## src/rtl/obi_mailbox_responder.sv

```systemverilog
// obi_mailbox_responder
// Zero-wait OBI data-bus responder. It exposes a store-driven mailbox FIFO
// in a 16-byte window, and the FIFO drains through a valid/ready stream port.
// Register map, selected by addr[3:2]:
//   0 DATA   : write pushes a word, read peeks the head
//   1 STATUS : count / overflow / full / empty
//   2 CTRL   : bit0 flush, bit1 clear overflow
//   3 THRESH : irq threshold
module obi_mailbox_responder #(
  parameter int DEPTH      = 8,
  parameter int DATA_WIDTH = 32
) (
  input  logic                  clk_i,
  input  logic                  rst_i,
  input  logic                  req_i,
  output logic                  gnt_o,
  input  logic [31:0]           addr_i,
  input  logic                  we_i,
  input  logic [3:0]            be_i,
  input  logic [DATA_WIDTH-1:0] wdata_i,
  output logic                  rvalid_o,
  output logic [DATA_WIDTH-1:0] rdata_o,
  output logic                  err_o,
  output logic                  m_valid_o,
  output logic [DATA_WIDTH-1:0] m_data_o,
  input  logic                  m_ready_i,
  output logic                  irq_o
);

  localparam int AW = (DEPTH > 1) ? $clog2(DEPTH) : 1;
  localparam int CW = AW + 1;

  localparam logic [1:0] REG_DATA   = 2'd0;
  localparam logic [1:0] REG_STATUS = 2'd1;
  localparam logic [1:0] REG_CTRL   = 2'd2;
  localparam logic [1:0] REG_THRESH = 2'd3;

  logic [DATA_WIDTH-1:0] mem [DEPTH];
  logic [AW-1:0]         wr_ptr_reg, rd_ptr_reg;
  logic [CW-1:0]         count_reg, count_next;
  logic                  overflow_reg;
  logic [7:0]            thresh_reg;
  logic                  irq_reg;
  logic                  rvalid_reg, err_reg;
  logic [DATA_WIDTH-1:0] rdata_reg;

  logic [1:0]            sel;
  logic                  wr_acc, rd_acc;
  logic                  empty, full;
  logic                  flush, ovf_clr, thresh_wr;
  logic                  push_req, push_ok, push_drop, pop;
  logic [31:0]           count_ext, status_word;
  logic [DATA_WIDTH-1:0] rdata_next;
  logic                  err_next;

  // Decode the current request and derive the FIFO push/pop/flush strobes
  always_comb begin
    sel       = addr_i[3:2];
    wr_acc    = req_i & we_i;
    rd_acc    = req_i & ~we_i;
    empty     = (count_reg == '0);
    full      = (count_reg == CW'(DEPTH));
    flush     = wr_acc && (sel == REG_CTRL) && be_i[0] && wdata_i[0];
    ovf_clr   = wr_acc && (sel == REG_CTRL) && be_i[0] && wdata_i[1];
    thresh_wr = wr_acc && (sel == REG_THRESH) && be_i[0];
    // A flush voids any pop in the same cycle
    pop       = !empty && m_ready_i && !flush;
    push_req  = wr_acc && (sel == REG_DATA) && (be_i == 4'hF);
    // A full FIFO still accepts a push when the head leaves in the same cycle
    push_ok   = push_req && !flush && (!full || pop);
    push_drop = push_req && full && !pop;
    count_next = flush ? '0 : (count_reg + CW'(push_ok) - CW'(pop));
    count_ext   = 32'(count_reg);
    status_word = {16'h0000, count_ext[7:0], 5'b00000, overflow_reg, full, empty};
  end

  // Build the response word and error flag for a request granted this cycle
  always_comb begin
    rdata_next = '0;
    err_next   = 1'b0;
    if (req_i) begin
      case (sel)
        REG_DATA: begin
          if (we_i) begin
            err_next = (be_i != 4'hF) || push_drop;
          end else if (empty) begin
            err_next = 1'b1;
          end else begin
            rdata_next = mem[rd_ptr_reg];
          end
        end
        REG_STATUS: begin
          if (we_i) err_next = 1'b1;
          else      rdata_next = status_word;
        end
        REG_CTRL: begin
          rdata_next = '0;
        end
        default: begin
          if (rd_acc) rdata_next = {24'h000000, thresh_reg};
        end
      endcase
    end
  end

  // FIFO storage; no reset needed because the head is masked while empty
  always_ff @(posedge clk_i) begin
    if (push_ok) mem[wr_ptr_reg] <= wdata_i;
  end

  // FIFO pointers, occupancy, sticky overflow, threshold and interrupt
  always_ff @(posedge clk_i or posedge rst_i) begin
    if (rst_i) begin
      wr_ptr_reg   <= '0;
      rd_ptr_reg   <= '0;
      count_reg    <= '0;
      overflow_reg <= 1'b0;
      thresh_reg   <= 8'h00;
      irq_reg      <= 1'b0;
    end else begin
      if (flush) begin
        wr_ptr_reg <= '0;
        rd_ptr_reg <= '0;
      end else begin
        if (push_ok) wr_ptr_reg <= wr_ptr_reg + AW'(1);
        if (pop)     rd_ptr_reg <= rd_ptr_reg + AW'(1);
      end
      count_reg <= count_next;
      if (push_drop)    overflow_reg <= 1'b1;
      else if (ovf_clr) overflow_reg <= 1'b0;
      if (thresh_wr) thresh_reg <= wdata_i[7:0];
      // Registered compare: follows a count change by one cycle
      irq_reg <= (thresh_reg != 8'h00) && (count_ext >= 32'(thresh_reg));
    end
  end

  // OBI response pipeline: exactly one cycle after each grant
  always_ff @(posedge clk_i or posedge rst_i) begin
    if (rst_i) begin
      rvalid_reg <= 1'b0;
      rdata_reg  <= '0;
      err_reg    <= 1'b0;
    end else begin
      rvalid_reg <= req_i;
      rdata_reg  <= rdata_next;
      err_reg    <= err_next;
    end
  end

  assign gnt_o     = req_i;
  assign rvalid_o  = rvalid_reg;
  assign rdata_o   = rdata_reg;
  assign err_o     = err_reg;
  assign m_valid_o = !empty;
  assign m_data_o  = empty ? '0 : mem[rd_ptr_reg];
  assign irq_o     = irq_reg;

  // Address bits outside the decoded window are intentionally ignored
  logic unused_bits;
  assign unused_bits = ^{addr_i[31:4], addr_i[1:0], count_ext[31:8]};

endmodule

```

## config.mk

```make
export PLATFORM = sky130hd
export DESIGN_NAME = obi_mailbox_responder
export DESIGN_NICKNAME = d
export VERILOG_FILES = /design/src/rtl/obi_mailbox_responder.sv
export SDC_FILE = /design/constraint.sdc
export NUM_CORES = 1
export LEC_CHECK = 0
export CAP_MARGIN = 20
export CORE_ASPECT_RATIO = 0.75
export CORE_MARGIN = 2
export CORE_UTILIZATION = 40
export DETAILED_ROUTE_END_ITERATION = 6
export SLEW_MARGIN = 20
export SYNTH_ARGS = -nofsm -noshare
export SYNTH_HDL_FRONTEND = slang
export SYNTH_SLANG_ARGS = --single-unit
```

## constraint.sdc

```tcl
create_clock -name clk_i -period 5.45 [get_ports clk_i]
set_input_delay 0.8175 -clock clk_i [delete_from_list [all_inputs] [get_ports clk_i]]
set_output_delay 0.8175 -clock clk_i [all_outputs]
set_load 0.02 [all_outputs]
```

Word-level counts from Yosys, hierarchy flattened:

Memory sizes are Yosys's and may differ from the RTL's.
Cells that the tools add are included.

* $add $sub $neg: 4
* magnitude comparators: 1
* equality and inequality tests: 6
* multiplexer cells: 20
* bitwise logic cells: 3
* reductions and logical operators: 27

Operators with widths (number)
* 32-bit two-way mux: 3
* 32-bit case mux with 3 select lines: 1
* 1-bit logical AND: 15
* 12-bit two-way mux: 1
* 3-bit two-way mux: 4
* 4-bit == test (second input constant): 2
* 4-bit by 8-bit >= comparator with 1-bit output: 1
* 1-bit two-way mux: 8
* 8-bit two-way mux: 1
* 8-bit nonzero test: 1
* 3-bit by 1-bit adder with 3-bit output (second input constant): 2
* 2-bit nonzero test: 3
* 4-bit by 1-bit adder with 4-bit output: 1
* 2-bit == test (second input constant): 2
* 1-bit zero test: 4
* 4-bit zero test: 1
* 4-bit two-way mux: 1
* 4-bit inequality test (second input constant): 1
* 4-bit by 1-bit subtractor with 4-bit output: 1
* 1-bit AND: 2
* 2-bit by 1-bit == test with 1-bit output (second input constant): 1
* 2-bit zero test: 1
* 1-bit logical OR: 2
* 1-bit case mux with 2 select lines: 1
* 1-bit inverter: 1

* register bits after elaboration: 54
* bits in writable memories: 256
* input bits: 73
* output and inout port bits: 69
* memories: 1

Memory list
* mem: depth 8, bits a word 32, rd ports 1, clocked after Yosys merged registers in 0, write ports 1, RTL line 38 `logic [DATA_WIDTH-1:0] mem [DEPTH];`

Logic depth before layout (Yosys ltp):

* depth in word-level cells: 12
* gate-level depth with buffers: 13

Worst setup path before layout:

No wires, ideal clock.

* path kind: input to register
* start point: input addr_i[3]
* end point: memory mem[0][0] (enable)
* setup time: 461 ps
* arrival time: 3900 ps
* required time: 4989 ps
* path slack: 1089 ps
* cell stages on the path: 5
* buffers on the path: 1
* path through: buf_6 > or2_4 > a2111oi_4 > nand2b_2 > nor3_1

* word-level cells in the longest chain between the ends: 10
* elaborated cells between the ends (all ways): 14
* those cells by class: 1 x eq/ne; 2 x mux; 11 x reduce/logical

Ends and longest elaborated chain
* start, declared: RTL line 17 `input logic [31:0] addr_i,`
* 2-bit == test: RTL line 63 `flush = wr_acc && (sel == REG_CTRL) && be_i[0] && wdata_i[0];`
* 1-bit logical AND (3 in series): RTL line 63
* 1-bit zero test: RTL line 67, 70
* 1-bit logical AND: RTL line 67 `pop = !empty && m_ready_i && !flush;`
* 1-bit logical OR: RTL line 70 `push_ok = push_req && !flush && (!full || pop);`
* 1-bit logical AND *: RTL line 70
* 1-bit two-way mux *: RTL line 108 `if (push_ok) mem[wr_ptr_reg] <= wdata_i;`
* 1-bit two-way mux (implied by the code) *: RTL line 108
* end, declared: RTL line 38

Every way passes the cells marked *; elsewhere a longest branch is shown, timed or not.

Final worst setup path:

* start point: register rd_ptr_reg[0]
* end point: output m_data_o[29]

* word-level cells in the longest chain between the ends: 2

Ends and longest elaborated chain
* start, declared: RTL line 39 `logic [AW-1:0] wr_ptr_reg, rd_ptr_reg;`
* start signal, assigned: RTL line 126 `if (pop) rd_ptr_reg <= rd_ptr_reg + AW'(1);`
* memory 8 x 32 bit
* 32-bit two-way mux: RTL line 155 `assign m_data_o = empty ? '0 : mem[rd_ptr_reg];`
* end, declared: RTL line 25 `output logic [DATA_WIDTH-1:0] m_data_o,`

Every way passes these cells.

==> impl_metrics.ini <==
[run_status]
status = completed

[floorplanning]
initial_core_util_pct = 40.6
fp-row-count = 55
num_io_pins = 142
die_w_um = 206
dieArea_um2 = 32100
die_h_um = 156
coreArea_um2 = 30200

[hold_path]
hold_path_class = reg -> reg
min_path_cells = 2
hp-start = overflow_reg$_DFFE_PP0P_
hold_end = overflow_reg$_DFFE_PP0P_

[place]
place_congestion = 0.767
dp_hpwl_um = 16400
port_buffers = 111

[cts]
htreeDepth = 1
holdBufCountCts = 0
ctsResizeCount = 0
cts_max_path_buffers = 3
clkTransAtPathRegs_ns = 0.07
cts_root_buf = clkbuf_16
tritoncts = built
cts.sink_count = 310
clk_latency_ns = 0.55
numCtsBuffers = 30
cts_setup_buffers = 0

[worst_setup_path]
rr_startpoint = count_reg[2]$_DFF_PP0_
arrival_ns = 3.31
path_class = reg -> out
r2r-end = count_reg[2]$_DFF_PP0_
crit_required_ns = 4.63
startpoint_type = flip-flop
rrSetupSlack_ns = 2.10
cp-end-kind = output port
r2r_cells = 12
crit_fanout = 46

[sta]
fmax_mhz = 242
holdWs_ns = 0.506
fin_crit_ns = 4.13
clock-skew-final_ns = 0.0126
setup-violations-final = 0
slew_headroom_pct = 40.3
rsz0062_at_grt = false
tightest_slew_ns = 0.895
fin_tns_setup_ns = 0
min_period_over_period_pct = 75.7
finalHoldViolCount = 0
drv_slew = 0

[detailed_routing]
drc = 0
antenna_left = 0
avgViaCountPerCell = 5.12
drt-pass1-iter-count = 5
drt_iter0_drc = 555
route.vias.total = 6439
routedWlPerCell_um = 21.0
routed_wl_um = 26500

[finish]
final_common_cell = edfxtp_1
antenna_cells = 0
area_growth_pct = 22.0
final_cell_mix = edfxtp_1, clkdlybuf4s50_1, mux2i_1
largest_reg_flops = 256
fill_cells = 2507
final_nets = 921
drive_above_1_share_pct = 16.4

[global_route]
grt_pass1_wl_um = 40700
gr-total-overflow = 0
grt_pass1_vias = 6551
grt_max_degree = 55
grt_usage_pct = 17.0
antenna_found_initial = 0

[synth]
avgSynthCellArea_um2 = 17.5
ys_top_cells_by_area = edfxtp_1, dfrtp_1, mux4_2, mux2i_1, nor2_1
yosys_warnings = 0
ys_types = 45
yosysTopAreaCellShare_pct = 62.6
seq_area_frac_synth_pct = 73.6
syn_inst = 701
ys_ff_latch = 310
syn_nets = 787
syn_area_um2 = 12300
synth_area_leader_cell = edfxtp_1

[job]
drv_cap = 0

[power_and_ir_drop]
p_leak_uw = 0.00532
power_density_nw_per_um2 = 480
vdd_drop_max_uv = 320
-- metal layers --
layer / up-vias / GRT usage [%] / wire length (um)
met5: - / 0 / 0
met4: 0 / 3.84 / 478
met3: 36 / 2.53 / 1210
met2: 157 / 25.7 / 11900
met1: 3294 / 26.2 / 12800
li1: 2952 / - / -
-- critical path, stage by stage, from the launching register on --
cell and delay (ns):
dfrtp_4 0.79, buf_12 0.38, mux4_2 0.56, mux2i_1 0.25, nor2_1 0.13, clkdlybuf4s50_1 0.60
-- kinds of logic (layout without fill, tap and decap cells) --
group / after synthesis / count (layout) / synth area share, %
AO/OA/AOI/OAI: 58 / 58 / 3.10
XOR/XNOR: 4 / 4 / 0.286
adder cells (fa/ha/maj): 13 / 13 / 1.39
buffers and inverters: 45 / 203 / 2.12
flip-flops: 310 / 310 / 73.6
multiplexers: 115 / 115 / 13.6
AND/OR/NAND/NOR: 156 / 156 / 5.88
-- cells in the mapped netlist, drive strengths merged --
cell       n
o32ai      3
buf       24
or2        2
dfrtp     54
nand2b     7
o21ai     22
nor4       1
mux4      40
nand4      1
nor2b      7
a211oi     1
o41ai      1
o211ai     2
a21o       2
xnor2      2
fa         1
a22oi     12
nand3b     2
and3       5
and2       1
nand3      7
nor3       6
inv       13
ha        12
nor3b      4
mux2i     63
edfxtp   256
nor2      66
o31ai      4
xor2       2
nand2     46
clkbuf     8
a2111oi    1
and2b      1
a21oi     10
mux2      12
-- area by class of cell --
type | count | area [um2] | area share [%]
flip-flops and latches | 310 | 9040 | 60.4
multi-input cells | 346 | 3040 | 20.3
repair buffers | 134 | 1320 | 8.79
clock buffers | 37 | 808 | 5.40
well taps | 399 | 499 | 3.33
clock inverters | 19 | 220 | 1.47
inverters | 13 | 48.8 | 0.326
-- worst max-delay path by stage --
stage | cells after the start | slack (ns) | start | end
2_1_floorplan | 5 | 1.09 | addr_i[3] | mem[0][0]$_DFFE_PP_
3_3_place_gp | 6 | 1.56 | we_i | mem[2][7]$_DFFE_PP_
3_5_place_dp | 6 | 1.50 | we_i | mem[6][14]$_DFFE_PP_
4_1_cts | 5 | 1.25 | rd_ptr_reg[0]$_DFFE_PP0P_ | m_data_o[28]
5_1_grt | 5 | 1.13 | rd_ptr_reg[0]$_DFFE_PP0P_ | m_data_o[28]
6_report | 5 | 1.32 | rd_ptr_reg[0]$_DFFE_PP0P_ | m_data_o[29]
-- stage by stage --
stage | power (uW) | instances | utilization (%) | instance area (um2) | setup WS, ns
final | 7180 | 1258 | 49.6 | 15000 | 1.32
after global routing | 7530 | 1258 | 49.6 | 15000 | 1.13
after CTS | 7270 | 1257 | 49.5 | 14900 | 1.25
after detailed placement | 5110 | 1201 | 46.1 | 13900 | 1.50
after global placement | 5100 | 1201 | 46.1 | 13900 | 1.56
after floorplan | 4270 | 701 | - | 12300 | 1.09
-- power breakdown --
group	leakage, uW	switching, uW	total [uW]	internal, uW
Clock	0.000495	865	2150	1290
Combinational	0.00181	1140	2210	1070
Sequential	0.00301	193	2820	2630
Total	0.00532	2200	7180	4990
(Power assumes the default switching activity.)
